File: src/rtl/mem_arbiter_pkg.sv
// Shared types and defaults for the instruction/data memory arbiter.
package mem_arbiter_pkg;

  typedef enum logic [1:0] {
    ArbIdle  = 2'd0,
    ArbBusyI = 2'd1,
    ArbBusyD = 2'd2
  } arb_state_e;

  localparam int unsigned DefMaxDStreak = 4;
  localparam int unsigned DefTimeout    = 64;

  localparam int unsigned StreakWidth = 4;
  localparam int unsigned WdWidth     = 8;

endpackage

File: src/rtl/arb_watchdog.sv
// Saturating busy-cycle counter; flags when the granted access has waited TIMEOUT-1 cycles.
module arb_watchdog
  import mem_arbiter_pkg::*;
#(
  parameter int unsigned TIMEOUT = DefTimeout
) (
  input  logic clk,
  input  logic rst,
  input  logic clr,
  input  logic inc,
  output logic expired
);

  localparam logic [WdWidth-1:0] Limit = WdWidth'(TIMEOUT - 1);

  logic [WdWidth-1:0] count_q, count_d;

  always_comb begin
    count_d = count_q;
    if (clr) begin
      count_d = '0;
    end else if (inc && (count_q != Limit)) begin
      count_d = count_q + WdWidth'(1);
    end
  end

  always_ff @(posedge clk or posedge rst) begin
    if (rst) begin
      count_q <= '0;
    end else begin
      count_q <= count_d;
    end
  end

  assign expired = (count_q == Limit);

endmodule

File: src/rtl/mem_arbiter.sv
// Arbitrates a single-port memory between instruction fetch and data access, data first,
// with a streak limit against fetch starvation and a watchdog that turns hangs into bus errors.
module mem_arbiter
  import mem_arbiter_pkg::*;
#(
  parameter int unsigned MAX_D_STREAK = DefMaxDStreak,
  parameter int unsigned TIMEOUT      = DefTimeout
) (
  input  logic        clk,
  input  logic        rst,
  input  logic        i_req,
  input  logic [31:0] i_addr,
  output logic [31:0] i_rdata,
  output logic        i_ready,
  input  logic        d_req,
  input  logic        d_we,
  input  logic [31:0] d_addr,
  input  logic [31:0] d_wdata,
  output logic [31:0] d_rdata,
  output logic        d_ready,
  output logic        bus_err,
  output logic        m_req,
  output logic        m_we,
  output logic [31:0] m_addr,
  output logic [31:0] m_wdata,
  input  logic        m_ack,
  input  logic [31:0] m_rdata
);

  localparam logic [StreakWidth-1:0] StreakMax = StreakWidth'(MAX_D_STREAK);

  arb_state_e             state_q, state_d;
  logic                   m_req_q, m_req_d;
  logic                   m_we_q, m_we_d;
  logic [31:0]            m_addr_q, m_addr_d;
  logic [31:0]            m_wdata_q, m_wdata_d;
  logic [StreakWidth-1:0] streak_q, streak_d;

  logic busy, done, timed_out, wd_expired;
  logic grant_d, grant_i;

  always_comb begin
    busy      = (state_q != ArbIdle);
    done      = busy && (m_ack || wd_expired);
    // A real ack wins over a simultaneous timeout.
    timed_out = busy && !m_ack && wd_expired;
    grant_d   = (state_q == ArbIdle) && d_req && !(i_req && (streak_q == StreakMax));
    grant_i   = (state_q == ArbIdle) && !grant_d && i_req;
  end

  always_comb begin
    state_d   = state_q;
    m_req_d   = m_req_q;
    m_we_d    = m_we_q;
    m_addr_d  = m_addr_q;
    m_wdata_d = m_wdata_q;
    streak_d  = streak_q;
    unique case (state_q)
      ArbIdle: begin
        if (grant_d) begin
          state_d   = ArbBusyD;
          m_req_d   = 1'b1;
          m_we_d    = d_we;
          m_addr_d  = d_addr;
          m_wdata_d = d_wdata;
          if (!i_req) begin
            streak_d = '0;
          end else if (streak_q != StreakMax) begin
            streak_d = streak_q + StreakWidth'(1);
          end
        end else if (grant_i) begin
          state_d   = ArbBusyI;
          m_req_d   = 1'b1;
          m_we_d    = 1'b0;
          m_addr_d  = i_addr;
          m_wdata_d = '0;
          streak_d  = '0;
        end
      end
      ArbBusyI, ArbBusyD: begin
        if (done) begin
          state_d = ArbIdle;
          m_req_d = 1'b0;
        end
      end
      default: begin
        state_d = ArbIdle;
        m_req_d = 1'b0;
      end
    endcase
  end

  always_ff @(posedge clk or posedge rst) begin
    if (rst) begin
      state_q   <= ArbIdle;
      m_req_q   <= 1'b0;
      m_we_q    <= 1'b0;
      m_addr_q  <= '0;
      m_wdata_q <= '0;
      streak_q  <= '0;
    end else begin
      state_q   <= state_d;
      m_req_q   <= m_req_d;
      m_we_q    <= m_we_d;
      m_addr_q  <= m_addr_d;
      m_wdata_q <= m_wdata_d;
      streak_q  <= streak_d;
    end
  end

  arb_watchdog #(
    .TIMEOUT(TIMEOUT)
  ) u_watchdog (
    .clk    (clk),
    .rst    (rst),
    .clr    (grant_d || grant_i),
    .inc    (busy && !m_ack),
    .expired(wd_expired)
  );

  always_comb begin
    i_ready = (state_q == ArbBusyI) && done;
    d_ready = (state_q == ArbBusyD) && done;
    bus_err = timed_out;
    i_rdata = (i_ready && m_ack) ? m_rdata : '0;
    d_rdata = (d_ready && m_ack) ? m_rdata : '0;
  end

  assign m_req   = m_req_q;
  assign m_we    = m_we_q;
  assign m_addr  = m_addr_q;
  assign m_wdata = m_wdata_q;

endmodule

File: config.mk
export PLATFORM = sky130hd
export DESIGN_NAME = mem_arbiter
export DESIGN_NICKNAME = d
export VERILOG_FILES = /design/src/rtl/mem_arbiter_pkg.sv /design/src/rtl/arb_watchdog.sv /design/src/rtl/mem_arbiter.sv
export SDC_FILE = /design/constraint.sdc
export NUM_CORES = 1
export LEC_CHECK = 0
export ABC_CLOCK_PERIOD_IN_PS = 5100
export BUFFER_PORTS_ARGS = -buffer_cell sky130_fd_sc_hd__buf_2
export CAP_MARGIN = 0
export CORE_MARGIN = 5
export CORE_UTILIZATION = 44
export DETAILED_ROUTE_END_ITERATION = 12
export GPL_TIMING_DRIVEN = 0
export PLACE_DENSITY = 0.85
export SLEW_MARGIN = 20
export SYNTH_ARGS = -nofsm -noshare
export SYNTH_HDL_FRONTEND = slang
export SYNTH_SLANG_ARGS = --single-unit
File: constraint.sdc
create_clock -name clk -period 5.1 [get_ports clk]
set_input_delay 1.02 -clock clk [delete_from_list [all_inputs] [get_ports clk]]
set_output_delay 1.02 -clock clk [all_outputs]
set_load 0.05 [all_outputs]
==> results by group <==
Power
  – Int Pwr: 1.77 mW
  – Clock share of power: 12.5%
  – Combinational fraction of design power: ~60%
  – Leak pwr: around 3.2 nW
  – Net Switching: between 2 and 2.5 mW
  – Peak supply drop: ~480 uV
  – Sw frac: between 50% and 60%
  – Pwr dens: 696 mW/mm2
  – Part of the power in registers: between 20% and 30%

Routing
  – Via Count: between 3000 and 4000
  – Post-route ant nets: 0
  – Iter 0 DRT Violations: 231
  – DRT Pass-1 Iters: 9
  – Routed vias/inst: roughly 5.2
  – Drt total wl: ~13000 um
  – Routed wire per std cell: 17.6 um
  – DRC viols: 0

Global route
  – Largest net degree at the start of global routing: 55
  – All-layer global routing usage: around a quarter
  – Vias in the first global route: ~4000
  – Initial antenna violation count: 1
  – First-pass GRT wire length: 19200 um
  – Global route total overflow: 0

Critical path
  – Worst setup EP type: primary output
  – Crit path kind: register to primary output
  – CP Buf/Inv Count: 4
  – Startpoint Class: register
  – Setup crit start: state_q[0]
  – Worst EP arrival: 2.40 ns
  – CP max FO: 10
  – Most used cell, CP: buf_2
  – Critical-path cell list: inv_1, ha_1, buf_2, and3b_1, clkbuf_1, and2_1, buf_2
  – CP max stage delay: around 0.40 ns
  – CP required: approximately 4.1 ns
  – CP top delay family: buffers and inverters
  – CP max-delay cell: dfrtp_1
  – R2R Path Start: state_q[0]

Synth
  – Post-synth top area cell: dfrtp_1
  – Post-synth EDFFs: 0
  – Area contributors post-synth: dfrtp_1 53%, and2_1 11%, a222oi_1 8.5%
  – Top post-synthesis cells by count: 80 x dfrtp_1, 65 x and2_1, 41 x inv_1
  – Async SR Flop Fraction: 100%
  – Share of the synthesized area in the top cell type: between 50% and 60%
  – Most numerous cell in the Yosys netlist: dfrtp_1
  – Register bit total from synthesis: 80
  – Sequential-to-total area share from yosys stat: 53.0%
  – Synth unique cells: 35
  – Area of the mapped netlist: about 0.0038 mm2
  – Mean Syn Cell Area: ~11 um2
  – Syn_nets: 485
  – Yosys warnings: 0
  – Post-synth top flop: dfrtp_1
  – Post-Syn Instances: roughly 350

STA
  – Slew @ Worst Pin: 0.501 ns
  – F_max: between 200 and 300 MHz
  – Setup TNS: 0 ns
  – Clock Skew: approximately 0.0065 ns
  – Final hold violation count: 0
  – Fin crit share: 67.1%
  – RSZ-0062 raised after global routing: no
  – Setup violators final: 0
  – Headroom to the max-slew limit: between 60% and 70%
  – Fin. max-slew vios: 0
  – Fin crit period: approximately 3.4 ns

CTS
  – Clock sinks: 80
  – # hold bufs at CTS: 0
  – CTS clock-pin slew for the worst setup and hold paths: approximately 0.080 ns
  – H-tree depth: 3
  – Clock Tree Root: clkbuf_8
  – Clk Latency, worst-skew pair: about 0.34 ns
  – CTS max path bufs: 2
  – Post-CTS sizing: 0
  – CTS Buf Count: 9
  – CTS tree: yes
  – Post-CTS Setup Inserts: 0

Hold path
  – Worst hold path class: register to register
  – Hold path startpoint: u_watchdog.count_q[5]

Placed design
  – Gpl congestion: 0.853
  – IO Port Bufs: 266
  – Detailed Place HPWL: 10600 um

Floorplanning
  – FP Rows: 33
  – Initial Util: about 46%
  – Core Footprint: a little over 0.008 mm2
  – Die X: slightly above 100 um
  – Die area: between 0.01 and 0.015 mm2
  – IO Pins: 267
  – Die height: approximately 100 um

Run status
  – Status: completed

Cells and area
  – Final Net Count: 763
  – Layout Utilization: 66.0%
  – Share of cells above drive strength 1: 47.1%
  – Area growth syn-to-layout: 45.0%
  – Fillers: around 670

Job
  – Max Cap Viol: 0
registers in the layout (all words and copies together) (netlist names):
name and cells:
m_addr 32, m_req 1, m_wdata 32, m_we 1, state_q 2, streak_q 4
u_watchdog.count_q 8
final timing paths:
check	to	slack [ns]	cells after the start
max	d_rdata[25]	1.68	7
min	u_watchdog.count_q[5]	0.50	1
max reg2reg	m_addr[25]	3.13	7
min reg2reg	u_watchdog.count_q[5]	0.50	1
max in group asynchronous	state_q[0]	3.87	3
min in group asynchronous	m_wdata[21]	0.65	2
area by class of cell:
| type | count | area [um2] | share of cell area (%) |
|---|---|---|---|
| sequential | 80 | 2000 | 36.5 |
| timing repair buffer | 267 | 1360 | 24.8 |
| tap | 105 | 131 | 2.40 |
| buffer | 25 | 119 | 2.17 |
| inverter | 41 | 156 | 2.85 |
| clock inverter | 4 | 51.3 | 0.936 |
| antenna | 1 | 2.50 | 0.0457 |
| multi-input combinational | 199 | 1500 | 27.4 |
| clock buffer | 12 | 155 | 2.83 |
power groups by stage:
stage	clock (mW)	combinational [mW]	sequential, mW
2_1_floorplan	0	0.829	1.93
3_3_place_gp	0	2.21	1.06
5_1_grt	0.519	2.40	1.09
6_report	0.478	2.27	1.07
4_1_cts	0.486	2.28	1.06
3_5_place_dp	0	2.28	1.07
placed cells by master (no fill, tap or decap), drive strengths merged, types with 4 or more instances in the layout:
cell | netlist | routed
ha | 6 | 6
a222oi | 32 | 32
o21ai | 7 | 7
inv | 41 | 42
clkbuf | 14 | 26
a22o | 33 | 33
nand2 | 10 | 10
and2 | 65 | 65
mux2i | 4 | 4
buf | 11 | 278
a31oi | 4 | 4
nor2 | 5 | 5
dfrtp | 80 | 80
stage by stage:
step	cells	worst slack, ns	cell area [um2]	hold slack (ns)	power, mW
after floorplan	345	1.84	3780	0.460	2.75
after CTS	733	1.68	5480	0.498	3.83
after detailed placement	717	1.87	5270	0.478	3.35
after global routing	734	1.53	5480	0.515	4.01
after global placement	716	1.26	5240	0.474	3.27
final	734	1.68	5480	0.496	3.81
layer usage:
layer,wire [um],vias to the layer above,GRT usage (%)
met4,146,0,7.57
met2,7100,203,45.7
li1,-,1805,-
met5,0,-,0
met3,1370,13,6.09
met1,4300,1827,24.6
cells by family (layout without fill, tap and decap cells):
group | after synthesis | in the layout | share of synthesized area, %
buffers and inverters | 66 | 349 | 7.22
AND/OR/NAND/NOR | 99 | 99 | 15.9
adder cells (fa/ha/maj) | 6 | 6 | 1.99
other | 0 | 1 | 0
flip-flops | 80 | 80 | 53.0
multiplexers | 4 | 4 | 1.06
AO/OA/AOI/OAI | 90 | 90 | 20.8
Power figures use the tool's default switching activity.
